==> src/rtl/fir_pkg.sv <==
// Shared types and constants for the FIR test datapath.
package fir_pkg;

  typedef enum logic [1:0] {
    IDLE = 2'd0,
    RUN  = 2'd1,
    DONE = 2'd2
  } align_state_t;

  localparam int unsigned FIR_WIDTH    = 32;
  localparam int unsigned FIR_TAPS_OUT = 44;

endpackage

==> src/rtl/fir_gold_align_fifo.sv <==
// Circular FIFO holding golden samples until the matching FIR output arrives.
// rdata always shows the head entry; pop advances past it.
module sync_fifo #(
  parameter int unsigned WIDTH = 32,
  parameter int unsigned DEPTH = 64
) (
  input  logic                     clk,
  input  logic                     rst,
  input  logic                     clr,
  input  logic                     push,
  input  logic                     pop,
  input  logic [WIDTH-1:0]         wdata,
  output logic [WIDTH-1:0]         rdata,
  output logic                     full,
  output logic                     empty,
  output logic [$clog2(DEPTH):0]   level
);

  localparam int unsigned AW = $clog2(DEPTH);
  localparam logic [AW:0] FULL_LVL = DEPTH[AW:0];

  logic [WIDTH-1:0] mem [DEPTH];
  logic [AW-1:0]    wr_ptr;
  logic [AW-1:0]    rd_ptr;
  logic             do_push;
  logic             do_pop;

  assign full    = (level == FULL_LVL);
  assign empty   = (level == '0);
  assign do_pop  = pop & ~empty;
  // A push while full is still taken when the head leaves in the same cycle.
  assign do_push = push & (~full | do_pop);
  assign rdata   = mem[rd_ptr];

  // Storage write; the array itself is never reset.
  always_ff @(posedge clk) begin
    if (do_push) mem[wr_ptr] <= wdata;
  end

  // Pointers and occupancy; pointers wrap naturally at DEPTH.
  always_ff @(posedge clk or negedge rst) begin
    if (!rst) begin
      wr_ptr <= '0;
      rd_ptr <= '0;
      level  <= '0;
    end else if (clr) begin
      wr_ptr <= '0;
      rd_ptr <= '0;
      level  <= '0;
    end else begin
      if (do_push) wr_ptr <= wr_ptr + 1'b1;
      if (do_pop)  rd_ptr <= rd_ptr + 1'b1;
      case ({do_push, do_pop})
        2'b10:   level <= level + 1'b1;
        2'b01:   level <= level - 1'b1;
        default: level <= level;
      endcase
    end
  end

endmodule

==> src/rtl/fir_gold_align.sv <==
// Aligns golden samples with FIR outputs and presents {filtered, golden}
// pairs to the SSE stage over a valid/ready handshake.
module fir_gold_align
  import fir_pkg::*;
#(
  parameter int unsigned WIDTH     = FIR_WIDTH,
  parameter int unsigned DEPTH     = 64,
  parameter int unsigned N_SAMPLES = FIR_TAPS_OUT
) (
  input  logic                   clk,
  input  logic                   rst,
  input  logic                   start,
  input  logic                   gold_valid,
  input  logic [WIDTH-1:0]       gold_in,
  input  logic                   fir_valid,
  input  logic [WIDTH-1:0]       fir_in,
  output logic                   pair_valid,
  input  logic                   pair_ready,
  output logic [WIDTH-1:0]       pair_fir,
  output logic [WIDTH-1:0]       pair_gold,
  output logic                   pair_last,
  output logic [$clog2(DEPTH):0] level,
  output logic                   busy,
  output logic                   done,
  output logic                   err_ovf,
  output logic                   err_unf,
  output logic                   err_stall
);

  localparam int unsigned CW = $clog2(N_SAMPLES + 1);
  localparam logic [CW-1:0] LAST_IDX = CW'(N_SAMPLES - 1);

  align_state_t   state;
  align_state_t   state_nxt;
  logic [CW-1:0]  pair_cnt;
  logic [WIDTH-1:0] fifo_rdata;
  logic           fifo_full;
  logic           fifo_empty;
  logic           in_run;
  logic           accept;
  logic           blocked;
  logic           fifo_push;
  logic           fifo_pop;
  logic           load;

  // start wins over any same-cycle traffic, so gate everything with it.
  assign in_run    = (state == RUN) & ~start;
  assign accept    = pair_valid & pair_ready;
  assign blocked   = pair_valid & ~pair_ready;
  assign fifo_push = in_run & gold_valid;
  assign fifo_pop  = in_run & fir_valid & ~blocked;
  assign load      = fifo_pop & ~fifo_empty;
  assign busy      = (state == RUN);
  assign done      = (state == DONE);

  sync_fifo #(
    .WIDTH (WIDTH),
    .DEPTH (DEPTH)
  ) u_fifo (
    .clk   (clk),
    .rst   (rst),
    .clr   (start),
    .push  (fifo_push),
    .pop   (fifo_pop),
    .wdata (gold_in),
    .rdata (fifo_rdata),
    .full  (fifo_full),
    .empty (fifo_empty),
    .level (level)
  );

  // State register.
  always_ff @(posedge clk or negedge rst) begin
    if (!rst) state <= IDLE;
    else      state <= state_nxt;
  end

  // Next state: start always (re)enters RUN; the accepted last pair ends it.
  always_comb begin
    state_nxt = state;
    if (start) begin
      state_nxt = RUN;
    end else begin
      case (state)
        RUN:     if (accept && pair_last) state_nxt = DONE;
        default: state_nxt = state;
      endcase
    end
  end

  // Output pair register and saturating pair index.
  always_ff @(posedge clk or negedge rst) begin
    if (!rst) begin
      pair_valid <= 1'b0;
      pair_last  <= 1'b0;
      pair_fir   <= '0;
      pair_gold  <= '0;
      pair_cnt   <= '0;
    end else if (start) begin
      pair_valid <= 1'b0;
      pair_last  <= 1'b0;
      pair_fir   <= '0;
      pair_gold  <= '0;
      pair_cnt   <= '0;
    end else if (load) begin
      pair_valid <= 1'b1;
      pair_fir   <= fir_in;
      pair_gold  <= fifo_rdata;
      pair_last  <= (pair_cnt == LAST_IDX);
      if (pair_cnt != LAST_IDX) pair_cnt <= pair_cnt + 1'b1;
    end else if (accept) begin
      pair_valid <= 1'b0;
      pair_last  <= 1'b0;
    end
  end

  // Sticky error flags, only updated while running.
  always_ff @(posedge clk or negedge rst) begin
    if (!rst) begin
      err_ovf   <= 1'b0;
      err_unf   <= 1'b0;
      err_stall <= 1'b0;
    end else if (start) begin
      err_ovf   <= 1'b0;
      err_unf   <= 1'b0;
      err_stall <= 1'b0;
    end else begin
      if (fifo_push & fifo_full & ~load)   err_ovf   <= 1'b1;
      if (in_run & fir_valid & fifo_empty) err_unf   <= 1'b1;
      if (in_run & fir_valid & blocked)    err_stall <= 1'b1;
    end
  end

endmodule
==> config.mk <==
export PLATFORM = sky130hd
export DESIGN_NAME = fir_gold_align
export DESIGN_NICKNAME = d
export VERILOG_FILES = /design/src/rtl/fir_pkg.sv /design/src/rtl/fir_gold_align_fifo.sv /design/src/rtl/fir_gold_align.sv
export SDC_FILE = /design/constraint.sdc
export NUM_CORES = 2
export LEC_CHECK = 0
export CAP_MARGIN = 20
export CELL_PAD_IN_SITES_DETAIL_PLACEMENT = 0
export CELL_PAD_IN_SITES_GLOBAL_PLACEMENT = 1
export CORE_UTILIZATION = 31
export CTS_CLUSTER_DIAMETER = 150
export DETAILED_ROUTE_END_ITERATION = 8
export PLACE_DENSITY = 0.57
export SKIP_LAST_GASP = 1
export SYNTH_ARGS = -nofsm -noshare
export SYNTH_HDL_FRONTEND = slang
export SYNTH_SLANG_ARGS = --single-unit
==> constraint.sdc <==
create_clock -name clk -period 3.85 [get_ports clk]
set_input_delay 0.5775 -clock clk [delete_from_list [all_inputs] [get_ports clk]]
set_output_delay 0.5775 -clock clk [all_outputs]
set_load 0.05 [all_outputs]
==> metrics.txt <==
# TYPE chip_impl_metric gauge
chip_impl_info{name="outcome",value="complete, no violations"} 1
chip_impl_metric{name="vias",unit=""} 39800
chip_impl_info{name="cts_tree",value="built"} 1
chip_impl_metric{name="synth.mux.area_fraction",unit="%"} 15.8
chip_impl_info{name="dominant_combinational_cell_family_by_area_after_synthesis",value="multiplexers"} 1
chip_impl_metric{name="final_core_util",unit="%"} 36.9
chip_impl_metric{name="worstSkewPairLatency",unit="ps"} 860
chip_impl_metric{name="report.final.slew_viol_count",unit=""} 0
chip_impl_metric{name="internal_dissipation",unit="uW"} 42200
chip_impl_metric{name="via_count_of_the_first_global_routing_pass",unit=""} 40200
chip_impl_metric{name="globalRouteOverflowTotal",unit=""} 0
chip_impl_metric{name="synth-edff-count",unit=""} 2048
chip_impl_info{name="class_of_the_most_critical_setup_path",value="flop to flop"} 1
chip_impl_metric{name="ant_nets",unit=""} 0
chip_impl_metric{name="width_of_the_die",unit="um"} 516
chip_impl_metric{name="placed_cells_incl_taps",unit=""} 7449
chip_impl_info{name="critical_path.startpoint_type",value="flop"} 1
chip_impl_metric{name="p_switching",unit="uW"} 15800
chip_impl_metric{name="synth_seq_area_share",unit="%"} 78.0
chip_impl_metric{name="tritoncts.num_buffers",unit=""} 213
chip_impl_metric{name="power.share.switching",unit="%"} 27.2
chip_impl_metric{name="synthDistinctLibCells",unit=""} 69
chip_impl_metric{name="detail_route.drc_violations",unit=""} 0
chip_impl_metric{name="dpl_worst_slack",unit="ps"} 24.3
chip_impl_metric{name="core",unit="um^2"} 263000
chip_impl_metric{name="cts_repair_resize_count",unit=""} 0
chip_impl_metric{name="power.share.combinational",unit="%"} 19.5
chip_impl_metric{name="antenna_violations_before_repair",unit=""} 16
chip_impl_metric{name="number_of_standard_cells_after_synthesis",unit=""} 3733
chip_impl_metric{name="min_period",unit="ps"} 3320
chip_impl_info{name="critPathCaptureType",value="flop"} 1
chip_impl_metric{name="final_design_area_no_fill",unit="um^2"} 96900
chip_impl_metric{name="final_weighted_congestion_in_routability_driven_placement",unit=""} 0.791
chip_impl_metric{name="tritoncts_num_sinks",unit=""} 2144
chip_impl_metric{name="mappedNetlistArea",unit="um^2"} 81900
chip_impl_metric{name="critical_path_arrival",unit="ps"} 3820
chip_impl_info{name="grt_setup_unrepaired",value="no"} 1
chip_impl_metric{name="vias_per_cell",unit=""} 5.06
chip_impl_metric{name="detailed_place_hpwl",unit="mm"} 140
chip_impl_metric{name="initial_core_util",unit="%"} 31.2
chip_impl_metric{name="synth_xor_area_share",unit="%"} 0.139
chip_impl_info{name="worst_hold_startpoint",value="start"} 1
chip_impl_metric{name="max_cap_violations",unit=""} 0
chip_impl_metric{name="vdd_ir_drop_max",unit="uV"} 462
chip_impl_metric{name="total_leakage_power",unit="uW"} 0.0294
chip_impl_metric{name="finish.cell_count_without_fillers",unit=""} 7857
chip_impl_metric{name="design.die.area",unit="um^2"} 266000
chip_impl_metric{name="postSynthRegisterBits",unit=""} 2144
chip_impl_metric{name="routed_wire_length_per_instance",unit="um"} 28.0
chip_impl_metric{name="cts.htree.levels",unit=""} 4
chip_impl_metric{name="maximum_number_of_pins_on_one_net_before_global_route_repair",unit=""} 65
chip_impl_info{name="postSynth.topFlopCell",value="edfxtp_1"} 1
chip_impl_metric{name="cts_post_setup_buffers_inserted",unit=""} 0
chip_impl_metric{name="drt-initial-drc-count",unit=""} 4076
chip_impl_metric{name="floorplan.die.height",unit="um"} 516
chip_impl_metric{name="layout-drive-gt1-share",unit="%"} 28.0
chip_impl_metric{name="cts_max_path_buffers",unit=""} 3
chip_impl_metric{name="rows",unit=""} 188
chip_impl_metric{name="pwr-share-clk",unit="%"} 34.9
chip_impl_metric{name="clk_transition_reported_paths",unit="ps"} 60
chip_impl_metric{name="grt_first_pass_wirelength",unit="mm"} 312
chip_impl_info{name="r2r-start",value="u_fifo.level[4]"} 1
chip_impl_metric{name="final_critical_path_setup_slack",unit="ps"} 525
chip_impl_metric{name="maxClockFrequency",unit="MHz"} 301
chip_impl_info{name="critical_path_startpoint",value="u_fifo.level[4]"} 1
chip_impl_metric{name="synth_compound_gate_area_share",unit="%"} 2.50
chip_impl_metric{name="power_frac_seq",unit="%"} 45.6
chip_impl_info{name="worstHoldPathType",value="input pin to flop"} 1
chip_impl_info{name="cts_root_buf",value="clkbuf_16"} 1
chip_impl_metric{name="path_max_fanout",unit=""} 18
chip_impl_metric{name="yosysWarnings",unit=""} 0
chip_impl_metric{name="power_per_cell_area",unit="nW/um^2"} 598
chip_impl_metric{name="portBuffers",unit=""} 147
chip_impl_metric{name="clock-skew-final",unit="ps"} 55.7
chip_impl_metric{name="required",unit="ps"} 4350
chip_impl_metric{name="share_of_synthesized_cell_area_in_full_adder_half_adder_and_majority_cells",unit="%"} 0.0764
chip_impl_metric{name="area_growth",unit="%"} 18.4
chip_impl_metric{name="finalSetupViolCount",unit=""} 0
chip_impl_metric{name="worst_pin_slew",unit="ps"} 1100
chip_impl_metric{name="async_reset_ff_share",unit="%"} 4.48
chip_impl_metric{name="drt_wl_total",unit="mm"} 220
chip_impl_metric{name="postPlaceCellArea",unit="um^2"} 90000
chip_impl_metric{name="max_slew_headroom",unit="%"} 26.5
chip_impl_metric{name="groute.usage.overall",unit="%"} 16.5
chip_impl_metric{name="synth_fp_nets",unit=""} 3808
chip_impl_metric{name="synth_simple_gate_area_share",unit="%"} 2.22
chip_impl_metric{name="postSynthAreaPerCell",unit="um^2"} 21.9
chip_impl_metric{name="num_io_pins",unit=""} 148
chip_impl_metric{name="drt_first_pass_iters",unit=""} 5
chip_impl_metric{name="hold_viol",unit=""} 0
chip_impl_metric{name="min_period_over_period",unit="%"} 86.4
chip_impl_metric{name="layout.nets",unit=""} 4230
[state kept, by name, indices dropped and copies added, names as in the netlist]
| name | cells |
|---|---|
| u_fifo.mem | 2048 |
| pair_fir | 32 |
| pair_gold | 32 |
| u_fifo.level | 7 |
| pair_cnt | 6 |
| u_fifo.rd_ptr | 6 |
| u_fifo.wr_ptr | 6 |
| state | 2 |
| err_ovf | 1 |
| err_stall | 1 |
| err_unf | 1 |
| pair_last | 1 |
| pair_valid | 1 |
[logic make-up after synthesis]
group,count (synthesis)
flops,2144
mux,663
simple gates,402
compound gates,294
buf+inv,212
xor+xnor,13
fa+ha+maj,5
[timing repair]
action	in CTS	in global routing
hold buffers	2	0
hold endpoints to repair	44	0
endpoints found under the setup margin	0	0
[power by group through the flow]
stage / Combinational [uW] / Sequential [uW] / Clock (uW)
2_1_floorplan: 6600 / 27400 / 0
3_3_place_gp: 11500 / 26900 / 0
3_5_place_dp: 11500 / 26900 / 0
4_1_cts: 11600 / 26400 / 20700
5_1_grt: 12100 / 26500 / 21600
6_report: 11300 / 26400 / 20200
[metrics by stage]
| stage | total power (uW) | hold WS, ps | TNS [ps] |
|---|---|---|---|
| detailed placement | 38500 | 514 | 0 |
| finish | 58000 | 74.4 | 0 |
| global placement | 38500 | 506 | 0 |
| global route | 60100 | 47.7 | 0 |
| CTS | 58700 | 6.18 | 0 |
| floorplan | 34000 | 282 | -229190 |
[Yosys cell counts (3+ instances only)]
cell,number,share of area (%)
o21ai_0,53,0.32
nor4b_1,3,0.032
dfrtp_1,96,2.9
nor2_1,143,0.66
and3_1,3,0.023
nand3_1,46,0.28
mux4_2,506,14
o32ai_1,4,0.043
a22oi_1,69,0.63
a32oi_1,31,0.33
xnor2_1,7,0.075
or3_1,7,0.053
xor2_1,6,0.064
o22ai_1,91,0.70
edfxtp_1,2048,75
nor2b_1,12,0.092
buf_1,20,0.092
a41oi_1,4,0.043
mux2_2,4,0.055
buf_2,76,0.46
clkbuf_1,93,0.43
o22a_1,3,0.032
buf_4,12,0.11
ha_1,5,0.076
buf_6,5,0.069
nand2b_1,9,0.069
nor3_1,9,0.055
nand4_1,7,0.053
nand3b_1,3,0.028
mux2i_1,153,1.9
and2_1,3,0.023
a21oi_1,14,0.086
nand2_1,137,0.63
inv_1,5,0.023
[final cells by class]
cell class | instances | area, um^2
Clock buffer | 275 | 5750
Multi-Input combinational cell | 1377 | 17500
Sequential cell | 2144 | 63900
Antenna cell | 4 | 10.0
Tap cell | 3515 | 4400
Clock inverter | 123 | 1050
Fill cell | 24100 | 166000
Timing Repair Buffer | 414 | 4250
Inverter | 5 | 18.8
[worst max-delay path, cell delays in order, from the launching register on]
cell and delay (ps):
dfrtp_1 530, or3_1 310, a311oi_4 60, buf_4 170, a2111oi_4 630, nand2_1 310, buf_4 310, buf_4 180
nor2_4 110, buf_4 320
[per-layer routing]
metal,GRT usage (%),part of all wire [%],vias up
met3,3.49,7.0,227
met1,23.7,45,21700
met4,3.21,1.6,2
met5,0,0.0077,-
met2,25.7,47,1291
li1,-,-,16600
[placed cells by master, fill, tap and decap left out, types with 31 or more instances in the layout]
master	Yosys	final
a32oi_1	31	31
clkdlybuf4s50_1	0	113
dfrtp_1	96	92
nand3_1	46	46
nand2_1	137	135
mux4_2	506	506
o21ai_0	53	53
mux2i_1	153	153
clkinv_2	0	47
edfxtp_1	2048	2048
buf_4	12	198
o22ai_1	91	91
nor2_4	0	68
buf_12	0	72
a22oi_1	69	69
clkbuf_1	93	46
clkinv_1	0	43
nor2_1	143	76
clkbuf_16	0	215
[final timing paths]
| kind | endpoint | slack [ps] | depth (start not counted) |
|---|---|---|---|
| setup / recovery | u_fifo.mem[14][15] | 530 | 9 |
| hold / removal | err_ovf | 70 | 2 |
| setup reg to reg | u_fifo.mem[14][15] | 530 | 9 |
| hold reg to reg | err_stall | 520 | 2 |
| max in group asynchronous | pair_gold[22] | 2630 | 3 |
| min in group asynchronous | pair_fir[11] | 330 | 2 |
Note: power is estimated with default switching activity, not from simulation.
